<file path="src/rtl/vmem_wr_arb.sv">
// Two-requester frame-buffer write arbiter, writes allowed only during blanking.
// Define VMEM_FILL_EN to build in the full-frame fill engine (IDLE/FILL FSM).
module vmem_wr_arb #(
    parameter int ADDR_W = 19,
    parameter int DATA_W = 24
) (
    input  logic              clk,
    input  logic              rst,
    input  logic              blank,
    input  logic              req0_valid,
    input  logic [ADDR_W-1:0] req0_addr,
    input  logic [DATA_W-1:0] req0_data,
    output logic              req0_ready,
    input  logic              req1_valid,
    input  logic [ADDR_W-1:0] req1_addr,
    input  logic [DATA_W-1:0] req1_data,
    output logic              req1_ready,
    input  logic              fill_start,
    input  logic [DATA_W-1:0] fill_color,
    output logic              fill_busy,
    output logic              fill_done,
    output logic              mem_we,
    output logic [ADDR_W-1:0] mem_addr,
    output logic [DATA_W-1:0] mem_wdata,
    output logic [15:0]       wr_cnt
);
    logic              last_q;   // 1 when req1 completed the most recent transfer
    logic              busy;
    logic              fill_wr;
    logic [ADDR_W-1:0] fill_addr;
    logic [DATA_W-1:0] fill_wdata;
    logic              grant0;
    logic              grant1;
    logic              xfer0;
    logic              xfer1;
    logic              mem_we_q;
    logic              mem_we_d;
    logic [ADDR_W-1:0] mem_addr_q;
    logic [ADDR_W-1:0] mem_addr_d;
    logic [DATA_W-1:0] mem_wdata_q;
    logic [DATA_W-1:0] mem_wdata_d;
    logic [15:0]       wr_cnt_q;
    logic [15:0]       wr_cnt_d;
    logic              last_d;

    // valid/ready: a transfer happens on a rising edge where valid and ready are both 1;
    // ready is derived from valid, the grant pointer, blank and fill state only.
    assign grant0     = ~req1_valid | last_q;
    assign grant1     = ~req0_valid | ~last_q;
    assign req0_ready = blank & req0_valid & grant0 & ~busy;
    assign req1_ready = blank & req1_valid & grant1 & ~busy;
    assign xfer0      = req0_valid & req0_ready;
    assign xfer1      = req1_valid & req1_ready;

`ifdef VMEM_FILL_EN
    typedef enum logic {S_IDLE, S_FILL} fill_state_e;

    fill_state_e       state_q;
    logic [ADDR_W-1:0] cnt_q;
    logic [DATA_W-1:0] color_q;
    logic              done_q;

    assign busy       = (state_q == S_FILL);
    assign fill_wr    = busy & blank;
    assign fill_addr  = cnt_q;
    assign fill_wdata = color_q;
    assign fill_busy  = busy;
    assign fill_done  = done_q;

    // done is registered alongside mem_we so it lands with the last fill write
    always_ff @(posedge clk or posedge rst) begin
        if (rst) begin
            state_q <= S_IDLE;
            cnt_q   <= '0;
            color_q <= '0;
            done_q  <= 1'b0;
        end else begin
            done_q <= fill_wr & (&cnt_q);
            case (state_q)
                S_IDLE: begin
                    if (fill_start) begin
                        state_q <= S_FILL;
                        cnt_q   <= '0;
                        color_q <= fill_color;
                    end
                end
                S_FILL: begin
                    if (blank) begin
                        cnt_q <= cnt_q + ADDR_W'(1);
                        if (&cnt_q) begin
                            state_q <= S_IDLE;
                        end
                    end
                end
                default: state_q <= S_IDLE;
            endcase
        end
    end
`else
    logic fill_unused;

    assign busy        = 1'b0;
    assign fill_wr     = 1'b0;
    assign fill_addr   = '0;
    assign fill_wdata  = '0;
    assign fill_busy   = 1'b0;
    assign fill_done   = 1'b0;
    assign fill_unused = ^{fill_start, fill_color};
`endif

    always_comb begin
        mem_we_d    = xfer0 | xfer1 | fill_wr;
        mem_addr_d  = mem_addr_q;
        mem_wdata_d = mem_wdata_q;
        wr_cnt_d    = wr_cnt_q;
        last_d      = last_q;
        if (xfer0) begin
            mem_addr_d  = req0_addr;
            mem_wdata_d = req0_data;
        end else if (xfer1) begin
            mem_addr_d  = req1_addr;
            mem_wdata_d = req1_data;
        end else if (fill_wr) begin
            mem_addr_d  = fill_addr;
            mem_wdata_d = fill_wdata;
        end
        if (xfer0 | xfer1) begin
            last_d = xfer1;
            if (wr_cnt_q != 16'hFFFF) begin
                wr_cnt_d = wr_cnt_q + 16'd1;
            end
        end
    end

    always_ff @(posedge clk or posedge rst) begin
        if (rst) begin
            mem_we_q    <= 1'b0;
            mem_addr_q  <= '0;
            mem_wdata_q <= '0;
            wr_cnt_q    <= '0;
            last_q      <= 1'b1;
        end else begin
            mem_we_q    <= mem_we_d;
            mem_addr_q  <= mem_addr_d;
            mem_wdata_q <= mem_wdata_d;
            wr_cnt_q    <= wr_cnt_d;
            last_q      <= last_d;
        end
    end

    assign mem_we    = mem_we_q;
    assign mem_addr  = mem_addr_q;
    assign mem_wdata = mem_wdata_q;
    assign wr_cnt    = wr_cnt_q;
endmodule

</file>
<file path="config.mk">
export PLATFORM = sky130hd
export DESIGN_NAME = vmem_wr_arb
export DESIGN_NICKNAME = d
export VERILOG_FILES = /design/src/rtl/vmem_wr_arb.sv
export SDC_FILE = /design/constraint.sdc
export NUM_CORES = 1
export LEC_CHECK = 0
export ABC_AREA = 0
export CORE_MARGIN = 5
export CORE_UTILIZATION = 40
export DETAILED_ROUTE_END_ITERATION = 10
export PLACE_DENSITY = 0.95
export RECOVER_POWER = 100
export SYNTH_ARGS = -nofsm -noshare
export SYNTH_HDL_FRONTEND = slang
export SYNTH_SLANG_ARGS = --single-unit
</file>
<file path="constraint.sdc">
create_clock -name clk -period 3.07 [get_ports clk]
set_input_delay 0.614 -clock clk [delete_from_list [all_inputs] [get_ports clk]]
set_output_delay 0.614 -clock clk [all_outputs]
set_load 0.1 [all_outputs]
</file>
==> qor.csv, run 1 <==
stage,metric,value,unit
yosys,cells taking the most area after synthesis,"dfrtp_1, mux2i_1, o21ai_0",
grt,total gr overflow,0,
clocking,Max Buffers Root-to-Sink,2,
floorplanning,number of standard-cell rows in the floorplan,30,
cells_and_area,final cell utilization of the core,0.6180,
worst_setup_path,count of cells along the worst register-to-register path,5,
worst_setup_path,data arrival time of the critical path,1970,ps
placed_design,post-DP HPWL,6514,um
grt,vias in the first global route,2658,
sta,setup TNS,0,ps
routing,1st-pass router iterations,4,
yosys,async set-or-reset flop fraction in the synthesized netlist,1.000,
sta,worst clock skew,10.27,ps
worst_setup_path,endpoint of the lowest-slack register-to-register path,wr_cnt[1],
grt,number of antenna violations at the first check in global routing,1,
sta,Tightest Pin Transition,1223,ps
floorplanning,core outline area,6869,um^2
worst_setup_path,Max Fanout on Critical Path,3,
routing,drt initial violations,46,
clocking,clock transition time at the flip-flop clock pins of the worst setup and hold paths,60,ps
placed_design,routability cong.,0.8635,
cells_and_area,number of inserted filler cells in the final layout,654,
run_status,result of the run,"finished, final reports clean",
yosys,most instantiated flip-flop cell in the synthesis netlist,dfrtp_1,
placed_design,post-detailed-placement cell area,4347,um^2
sta,Final Setup Violations,0,
yosys,total number of yosys warnings,0,
floorplanning,initial standard-cell utilization of the core,0.4140,
cells_and_area,layout overhead on the synthesized area,49.27,%
sta,Tmin final,2583,ps
worst_setup_path,slack of the worst reg-to-reg path,1030,ps
grt,first-pass GRT wire length,12830,um
placed_design,count of input and output buffers,152,
sta,hold violation total from the final report,0,
yosys,cell count after synthesis,273,
worst_hold_path,number of cells on the worst hold path,2,
yosys,flip-flop and latch count after synthesis,61,
sta,worst slew margin relative to its limit,0.1880,
clocking,TritonCTS clock tree,done,
sta,final worst-path setup slack,487.2,ps
cells_and_area,area of the multi-input gates,1214,um^2
cells_and_area,total number of nets in the final design,541,
routing,number of DRC violations after detailed routing,0,
cells_and_area,Sequential Area,1528,um^2
routing,wire length reported by the detailed router,8246,um
sta,share of the clock period used by the worst path,0.8413,
clocking,maximum level of the CTS H-tree,3,
clocking,postcts setup bufs,0,
worst_setup_path,required time worst endpoint,2460,ps
grt,all-layer global routing usage,0.1843,
floorplanning,Chip Height,94.32,um
power_and_ir_drop,Max IR drop VDD,0.8237,mV
yosys,Cell variety after synth,35,
clocking,Root Driver,clkbuf_8,
clocking,# clock sinks,61,
cells_and_area,share of final-layout standard cells stronger than drive strength 1,0.05140,
worst_setup_path,Worst Setup Start Kind,input pin,
worst_hold_path,start point of the worst min-delay path,mem_wdata[17],
yosys,post-synthesis average cell area,10.42,um^2
yosys,count of flip-flops with a built-in enable after synthesis,0,
routing,remaining number of nets flagged by the antenna check after routing,0,
power_and_ir_drop,Total Power Consumption,3.046,mW
worst_hold_path,capture endpoint of the worst hold path,mem_wdata[17],
floorplanning,die outline area,8896,um^2
power_and_ir_drop,total leakage power,1.986,nW
floorplanning,die width,94.32,um
worst_hold_path,min-delay worst type,flip-flop to flip-flop,
yosys,proportion of synthesized chip area in sequential cells,0.5372,
yosys,top-area cell type share of the netlist area,0.5279,
worst_setup_path,Critical R2R Launch,wr_cnt[0],
sta,RSZ-0062 raised after global routing,no,
yosys,cell type contributing the most total cell area after synthesis,dfrtp_1,
clocking,clock insertion delay at the later pin of the skew report,320,ps
grt,largest net degree at the start of global routing,71,
power_and_ir_drop,power per cell area,717.4,nW/um^2
clocking,count of hold buffers inserted by post-cts repair,0,
cells_and_area,area of all placed cells without fillers,4245,um^2
routing,via count,2577,
routing,final routed wire length divided by cell count,15.71,um
clocking,post-CTS sizing,0,
worst_setup_path,Worst Setup End Kind,output pin,
routing,vias per inst,4.909,
worst_setup_path,"Worst Path Class, Setup",input pin to output pin,
yosys,total standard cell area after synthesis,2844,um^2
sta,fmax,387.2,MHz
run,max_cap viols,0,
placed_design,pre-CTS WS,587.1,ps
floorplanning,boundary pin count,180,
sta,Pins Over Slew Limit,0,
clocking,number of buffers inserted during clock tree synthesis,9,
## final cells by class
class	count	area share
timing repair buffer	156	0.2826
clock inverter	2	0.002358
sequential	61	0.3599
multi-input combinational	190	0.2859
antenna	1	0.0005894
inverter	6	0.005305
clock buffer	13	0.03507
tap	96	0.02829
## worst max-delay path, cell delays in order
cell	delay, ps
dlygate4sd3_1	610
nand2_1	70
a21oi_1	160
clkbuf_2	500
## layout by cell type (no fill, tap or decap), types with 4 or more instances in the layout
cell / instances
inv_1: 6
xor2_1: 4
nand3_1: 5
clkdlybuf4s50_1: 87
nand4_1: 5
clkbuf_8: 10
nor2_1: 6
xnor2_1: 6
clkbuf_1: 64
nand2_1: 47
mux2i_1: 43
o21ai_0: 43
dfrtp_1: 60
a21oi_1: 5
## state kept, by name, indices dropped and copies added (netlist names)
signal and flops:
last_q 1, wr_cnt 16, mem_addr 19, mem_we 1, mem_wdata 24
## where the power goes
| group | internal, mW | switching (mW) |
|---|---|---|
| clock network | 0.309 | 0.277 |
| registers | 0.930 | 0.114 |
| logic | 0.258 | 1.16 |
## metrics by stage
stage          hold slack, ps  cells
2_1_floorplan           500.6    274
3_3_place_gp            465.0    509
3_5_place_dp            473.0    509
4_1_cts                 487.1    524
5_1_grt                 508.7    525
6_report                477.2    525
## synthesized netlist by cell type (2+ instances only)
cell      count
mux2i_1      43
inv_1         6
buf_4         2
nand4_1       5
nor3_1        3
nand3_1       5
a31oi_1       2
xnor2_1       6
dfrtp_1      60
o21ai_0      43
nor4_1        2
nor2_1        6
buf_2         6
nand2_1      47
clkbuf_1      9
a21oi_1       5
nand3b_1      2
xor2_1        4
## cell families (layout without fill, tap and decap cells)
group / count (synthesis) / after routing / synth area share
buffers and inverters: 23 / 177 / 0.03563
flip-flops: 61 / 61 / 0.5372
multiplexers: 44 / 44 / 0.1553
adder cells (fa/ha/maj): 1 / 1 / 0.004399
XOR/XNOR: 10 / 10 / 0.03079
AO/OA/AOI/OAI: 56 / 56 / 0.1047
other: 1 / 3 / 0.001319
AND/OR/NAND/NOR: 77 / 77 / 0.1307
## how the worst max path moves through the flow
stage | from | to | slack [ps] | cells after the start
2_1_floorplan | req1_valid | req1_ready | 310 | 2
3_3_place_gp | req1_valid | req0_ready | 610 | 5
3_5_place_dp | req1_valid | req0_ready | 590 | 5
4_1_cts | req1_valid | req0_ready | 590 | 5
5_1_grt | req0_valid | mem_wdata[20] | 350 | 4
6_report | req1_valid | req1_ready | 490 | 4
## routing by layer
layer / global-route usage / vias to the layer above / routed length [um]
met3: 0.06250 / 12 / 718
met2: 0.3487 / 99 / 4266
met5: 0 / - / 0
met4: 0.04693 / 0 / 85
li1: - / 1254 / -
met1: 0.1939 / 1212 / 3175
No activity file was read; power rests on OpenSTA's default activity.
==> run 2, diff against run 1 <==
Settings changed: CORE_UTILIZATION 40 to 33, PLACE_DENSITY 0.95 to 0.88.
Clock period 3.07 ns to 2.3 ns, I/O delays scaled along.
==> qor.csv, run 2 (synthesized netlist as in run 1, its figures left out) <==
stage,metric,value,unit
placed_design,post-DP HPWL,6567,um
power_and_ir_drop,power per cell area,973.0,nW/um^2
clocking,clock transition time at the flip-flop clock pins of the worst setup and hold paths,60,ps
sta,final worst-path setup slack,92.15,ps
worst_setup_path,capturing instance or port of the critical path,req0_ready,
routing,1st-pass router iterations,4,
clocking,TritonCTS clock tree,done,
grt,vias in the first global route,2566,
floorplanning,initial standard-cell utilization of the core,0.3427,
sta,Tightest Pin Transition,1444,ps
clocking,postcts setup bufs,0,
routing,drt initial violations,50,
sta,setup TNS,0,ps
clocking,clock insertion delay at the later pin of the skew report,320,ps
worst_setup_path,slack of the worst reg-to-reg path,350,ps
placed_design,pre-CTS WS,82.77,ps
sta,worst slew margin relative to its limit,0.03733,
run_status,result of the run,"finished, final reports clean",
grt,total gr overflow,0,
worst_setup_path,"Worst Path Class, Setup",input pin to output pin,
worst_setup_path,data arrival time of the critical path,1750,ps
sta,Final Setup Violations,0,
floorplanning,die width,102.8,um
routing,wire length reported by the detailed router,8147,um
worst_hold_path,min-delay worst type,flip-flop to flip-flop,
worst_setup_path,required time worst endpoint,1840,ps
worst_setup_path,cell repeated most along the worst path,inv_1,
cells_and_area,share of final-layout standard cells stronger than drive strength 1,0.2041,
cells_and_area,"commonest cells after routing, fill and taps aside","clkdlybuf4s50_1, clkbuf_2, dfrtp_1, nand2_1",
power_and_ir_drop,Max IR drop VDD,1.094,mV
cells_and_area,final cell utilization of the core,0.5326,
worst_setup_path,Max Fanout on Critical Path,5,
sta,fmax,452.9,MHz
worst_setup_path,Worst Setup End Kind,output pin,
sta,worst clock skew,8.152,ps
floorplanning,boundary pin count,180,
sta,Tmin final,2208,ps
worst_setup_path,Slowest Stage Delay on Critical Path,560,ps
power_and_ir_drop,total leakage power,2.210,nW
floorplanning,number of standard-cell rows in the floorplan,33,
clocking,number of buffers inserted during clock tree synthesis,9,
worst_setup_path,Worst Setup Start Kind,input pin,
cells_and_area,max reg flops,24,
grt,first-pass GRT wire length,12090,um
clocking,# clock sinks,61,
worst_setup_path,endpoint of the lowest-slack register-to-register path,wr_cnt[14],
cells_and_area,total number of nets in the final design,549,
worst_setup_path,count of cells along the worst register-to-register path,5,
sta,RSZ-0062 raised after global routing,no,
cells_and_area,Diodes inserted,0,
floorplanning,core outline area,8299,um^2
grt,number of antenna violations at the first check in global routing,0,
placed_design,count of input and output buffers,152,
routing,via count,2576,
cells_and_area,most common library cell in the layout ignoring fill and taps,clkdlybuf4s50_1,
cells_and_area,layout overhead on the synthesized area,55.43,%
clocking,Root Driver,clkbuf_8,
grt,all-layer global routing usage,0.1470,
placed_design,routability cong.,0.7854,
routing,remaining number of nets flagged by the antenna check after routing,0,
routing,vias per inst,4.762,
worst_setup_path,Slowest cell on crit path,clkdlybuf4s50_1,
floorplanning,die outline area,10580,um^2
worst_setup_path,chain of cells forming the critical path,clkdlybuf4s50_1 > inv_1 > o211ai_1 > buf_4 > inv_1 > buf_12,
grt,largest net degree at the start of global routing,55,
clocking,Max Buffers Root-to-Sink,2,
clocking,count of hold buffers inserted by post-cts repair,0,
floorplanning,Chip Height,102.8,um
sta,Pins Over Slew Limit,0,
worst_setup_path,Critical Path Source,req1_valid,
clocking,maximum level of the CTS H-tree,3,
sta,share of the clock period used by the worst path,0.9599,
sta,hold violation total from the final report,0,
run,max_cap viols,0,
routing,number of DRC violations after detailed routing,0,
routing,final routed wire length divided by cell count,15.06,um
worst_setup_path,Critical R2R Launch,wr_cnt[1],
clocking,post-CTS sizing,0,
[run 2: cell count changes in the layout (fill, tap and decap cells not counted), moves of 2 or more]
cell | previous run | this run
clkinv_2 | 2 | 0
clkdlybuf4s50_1 | 87 | 89
dfrtp_2 | 0 | 2
clkbuf_2 | 2 | 62
dlygate4sd3_1 | 3 | 1
clkbuf_1 | 64 | 7
buf_4 | 0 | 3
dfrtp_1 | 60 | 58
clkbuf_8 | 10 | 12
[run 2: how the worst min path moves through the flow]
stage	start	slack (ps)	cells past startpoint	to
final	mem_wdata[7]	480	2	mem_wdata[7]
after detailed placement	mem_addr[11]	470	2	mem_addr[11]
after floorplan	last_q	510	1	last_q
after CTS	mem_addr[11]	490	2	mem_addr[11]
after global routing	mem_wdata[2]	500	2	mem_wdata[2]
after global placement	mem_wdata[21]	470	2	mem_wdata[21]
[run 2: power breakdown]
| part | internal (mW) | switching [mW] |
|---|---|---|
| sequential | 1.25 | 0.157 |
| combinational | 0.391 | 1.55 |
| clock | 0.585 | 0.376 |
[run 2: final cells by class]
class                   count  area, um^2
clock inverters             1       30.03
flip-flops and latches     61        1530
fillers                   792        3879
repair buffers            164        1320
clock buffers              14       172.7
inverters                   6       22.52
well taps                 105       131.4
multi-input cells         190        1214
[run 2: critical path, delay by kind of cell]
| kind | cells | cell delay [ps] |
|---|---|---|
| AOI/OAI and AO/OA | 1 | 210 |
| buffers and inverters | 5 | 1080 |
[run 2: stage by stage]
| step | total power, mW | std cells | area, um^2 | hold WS, ps |
|---|---|---|---|---|
| 2_1_floorplan | 2.912 | 274 | 2855 | 508.3 |
| 6_report | 4.301 | 541 | 4420 | 480.1 |
| 3_3_place_gp | 3.451 | 526 | 4413 | 465.7 |
| 3_5_place_dp | 3.489 | 526 | 4413 | 471.2 |
| 5_1_grt | 4.486 | 541 | 4420 | 503.5 |
| 4_1_cts | 4.467 | 541 | 4616 | 486.4 |
[run 2: per-layer routing]
layer	wire length (um)	GRT usage	vias up
met5	0	0	-
met4	84	0.04382	0
li1	-	-	1268
met3	820	0.05007	11
met1	3214	0.1638	1197
met2	4028	0.2651	100
==> run 3, diff against run 2 <==
Settings changed: ABC_AREA 0 to not set, CORE_ASPECT_RATIO set to 2.
==> qor.csv, run 3 (synthesized netlist as in run 1, its figures left out) <==
stage,metric,value,unit
cells_and_area,Sequential Area,1530,um^2
routing,wire length reported by the detailed router,8499,um
worst_setup_path,Critical R2R Launch,wr_cnt[0],
routing,remaining number of nets flagged by the antenna check after routing,0,
clocking,number of buffers inserted during clock tree synthesis,9,
cells_and_area,non-filler cells in the finished layout,538,
run_status,result of the run,"finished, final reports clean",
floorplanning,core outline area,8528,um^2
run,max_cap viols,0,
placed_design,count of input and output buffers,152,
sta,Tightest Pin Transition,1212,ps
clocking,# clock sinks,61,
cells_and_area,Diodes inserted,0,
cells_and_area,number of inserted filler cells in the final layout,819,
placed_design,DP Cell Count,522,
routing,1st-pass router iterations,4,
worst_hold_path,start point of the worst min-delay path,mem_addr[1],
worst_setup_path,endpoint of the lowest-slack register-to-register path,wr_cnt[14],
worst_setup_path,data arrival time of the critical path,1720,ps
placed_design,post-DP HPWL,6900,um
floorplanning,boundary pin count,180,
sta,fmax,457.8,MHz
cells_and_area,layout overhead on the synthesized area,60.45,%
worst_setup_path,Slowest cell on crit path,clkdlybuf4s50_1,
cells_and_area,share of final-layout standard cells stronger than drive strength 1,0.2009,
clocking,postcts setup bufs,0,
floorplanning,die width,75.65,um
worst_setup_path,"Worst Path Class, Setup",input pin to output pin,
cells_and_area,"commonest cells after routing, fill and taps aside","clkdlybuf4s50_1, dfrtp_1, clkbuf_2, nand2_1",
worst_setup_path,chain of cells forming the critical path,clkdlybuf4s50_1 > buf_4 > o211ai_1 > buf_4 > inv_1 > buf_6,
sta,hold violation total from the final report,0,
worst_setup_path,Worst Setup Start Kind,input pin,
clocking,post-CTS sizing,0,
routing,number of DRC violations after detailed routing,0,
sta,final worst-path setup slack,115.5,ps
sta,tightest hold margin,475.8,ps
placed_design,pre-CTS WS,41.14,ps
worst_hold_path,min-delay worst type,flip-flop to flip-flop,
floorplanning,number of standard-cell rows in the floorplan,48,
sta,Final Setup Violations,0,
clocking,maximum level of the CTS H-tree,3,
cells_and_area,most common library cell in the layout ignoring fill and taps,clkdlybuf4s50_1,
grt,vias in the first global route,2733,
sta,share of the clock period used by the worst path,0.9498,
routing,drt initial violations,109,
worst_setup_path,required time worst endpoint,1840,ps
clocking,count of hold buffers inserted by post-cts repair,0,
grt,all-layer global routing usage,0.1624,
sta,RSZ-0062 raised after global routing,no,
grt,largest net degree at the start of global routing,38,
power_and_ir_drop,Max IR drop VDD,0.6146,mV
sta,worst clock skew,4.193,ps
worst_setup_path,Max Fanout on Critical Path,4,
clocking,TritonCTS clock tree,done,
worst_setup_path,cell repeated most along the worst path,buf_4,
worst_setup_path,slack of the worst reg-to-reg path,380,ps
worst_setup_path,Worst Setup End Kind,output pin,
power_and_ir_drop,power per cell area,1080,nW/um^2
sta,Pins Over Slew Limit,0,
grt,total gr overflow,0,
grt,number of antenna violations at the first check in global routing,0,
worst_setup_path,Slowest Stage Delay on Critical Path,550,ps
cells_and_area,area of the multi-input gates,1217,um^2
sta,Tmin final,2184,ps
sta,worst slew margin relative to its limit,0.1954,
cells_and_area,total number of nets in the final design,550,
grt,first-pass GRT wire length,13090,um
floorplanning,die outline area,10690,um^2
routing,final routed wire length divided by cell count,15.80,um
clocking,Root Driver,clkbuf_16,
worst_setup_path,Critical Path Source,req0_valid,
worst_hold_path,capture endpoint of the worst hold path,mem_addr[1],
power_and_ir_drop,total leakage power,2.268,nW
worst_setup_path,count of cells along the worst register-to-register path,5,
floorplanning,Chip Height,141.3,um
worst_hold_path,number of cells on the worst hold path,2,
clocking,clock transition time at the flip-flop clock pins of the worst setup and hold paths,50,ps
routing,via count,2626,
clocking,clock insertion delay at the later pin of the skew report,320,ps
routing,vias per inst,4.881,
cells_and_area,max reg flops,24,
floorplanning,initial standard-cell utilization of the core,0.3335,
power_and_ir_drop,Total Power Consumption,4.930,mW
sta,setup TNS,0,ps
clocking,Max Buffers Root-to-Sink,2,
placed_design,routability cong.,0.8367,
run 3: stage by stage:
step,utilization,instance area [um^2]
CTS,0.5613,4787
detailed placement,0.5191,4427
global route,0.5351,4563
floorplan,-,2855
finish,0.5351,4563
global placement,0.5191,4427
run 3: power breakdown:
part           switching [mW]  leakage [nW]  total, mW  internal [mW]
combinational            1.56          1.34       1.94          0.385
sequential              0.160         0.750       1.41           1.25
clock                   0.435         0.176       1.58           1.15
total                    2.15          2.27       4.93           2.78
run 3: worst max-delay path by stage:
stage,endpoint,slack [ps]
after global routing,mem_wdata[17],30
final,req0_ready,120
after CTS,req0_ready,80
after floorplan,wr_cnt[14],2
after global placement,wr_cnt[14],80
after detailed placement,mem_wdata[0],40
run 3: layer usage:
metal,vias up,track usage,routed length (um)
met2,95,0.2923,4817
met4,0,0.07650,270
met3,19,0.04255,550
met1,1238,0.1661,2860
li1,1274,-,-
met5,-,0,0
run 3: final cells by class:
| cell class | count | share of cell area |
|---|---|---|
| Sequential cell | 61 | 0.3353 |
| Inverter | 6 | 0.004936 |
| Multi-Input combinational cell | 190 | 0.2668 |
| Clock buffer | 13 | 0.05923 |
| Timing Repair Buffer | 165 | 0.2865 |
| Tap cell | 100 | 0.02742 |
| Clock inverter | 3 | 0.01974 |
run 3: worst max-delay path, delay by kind of cell:
family                 cells  cell delay, ps
buffers and inverters      5            1160
AO/OA/AOI/OAI              1             110
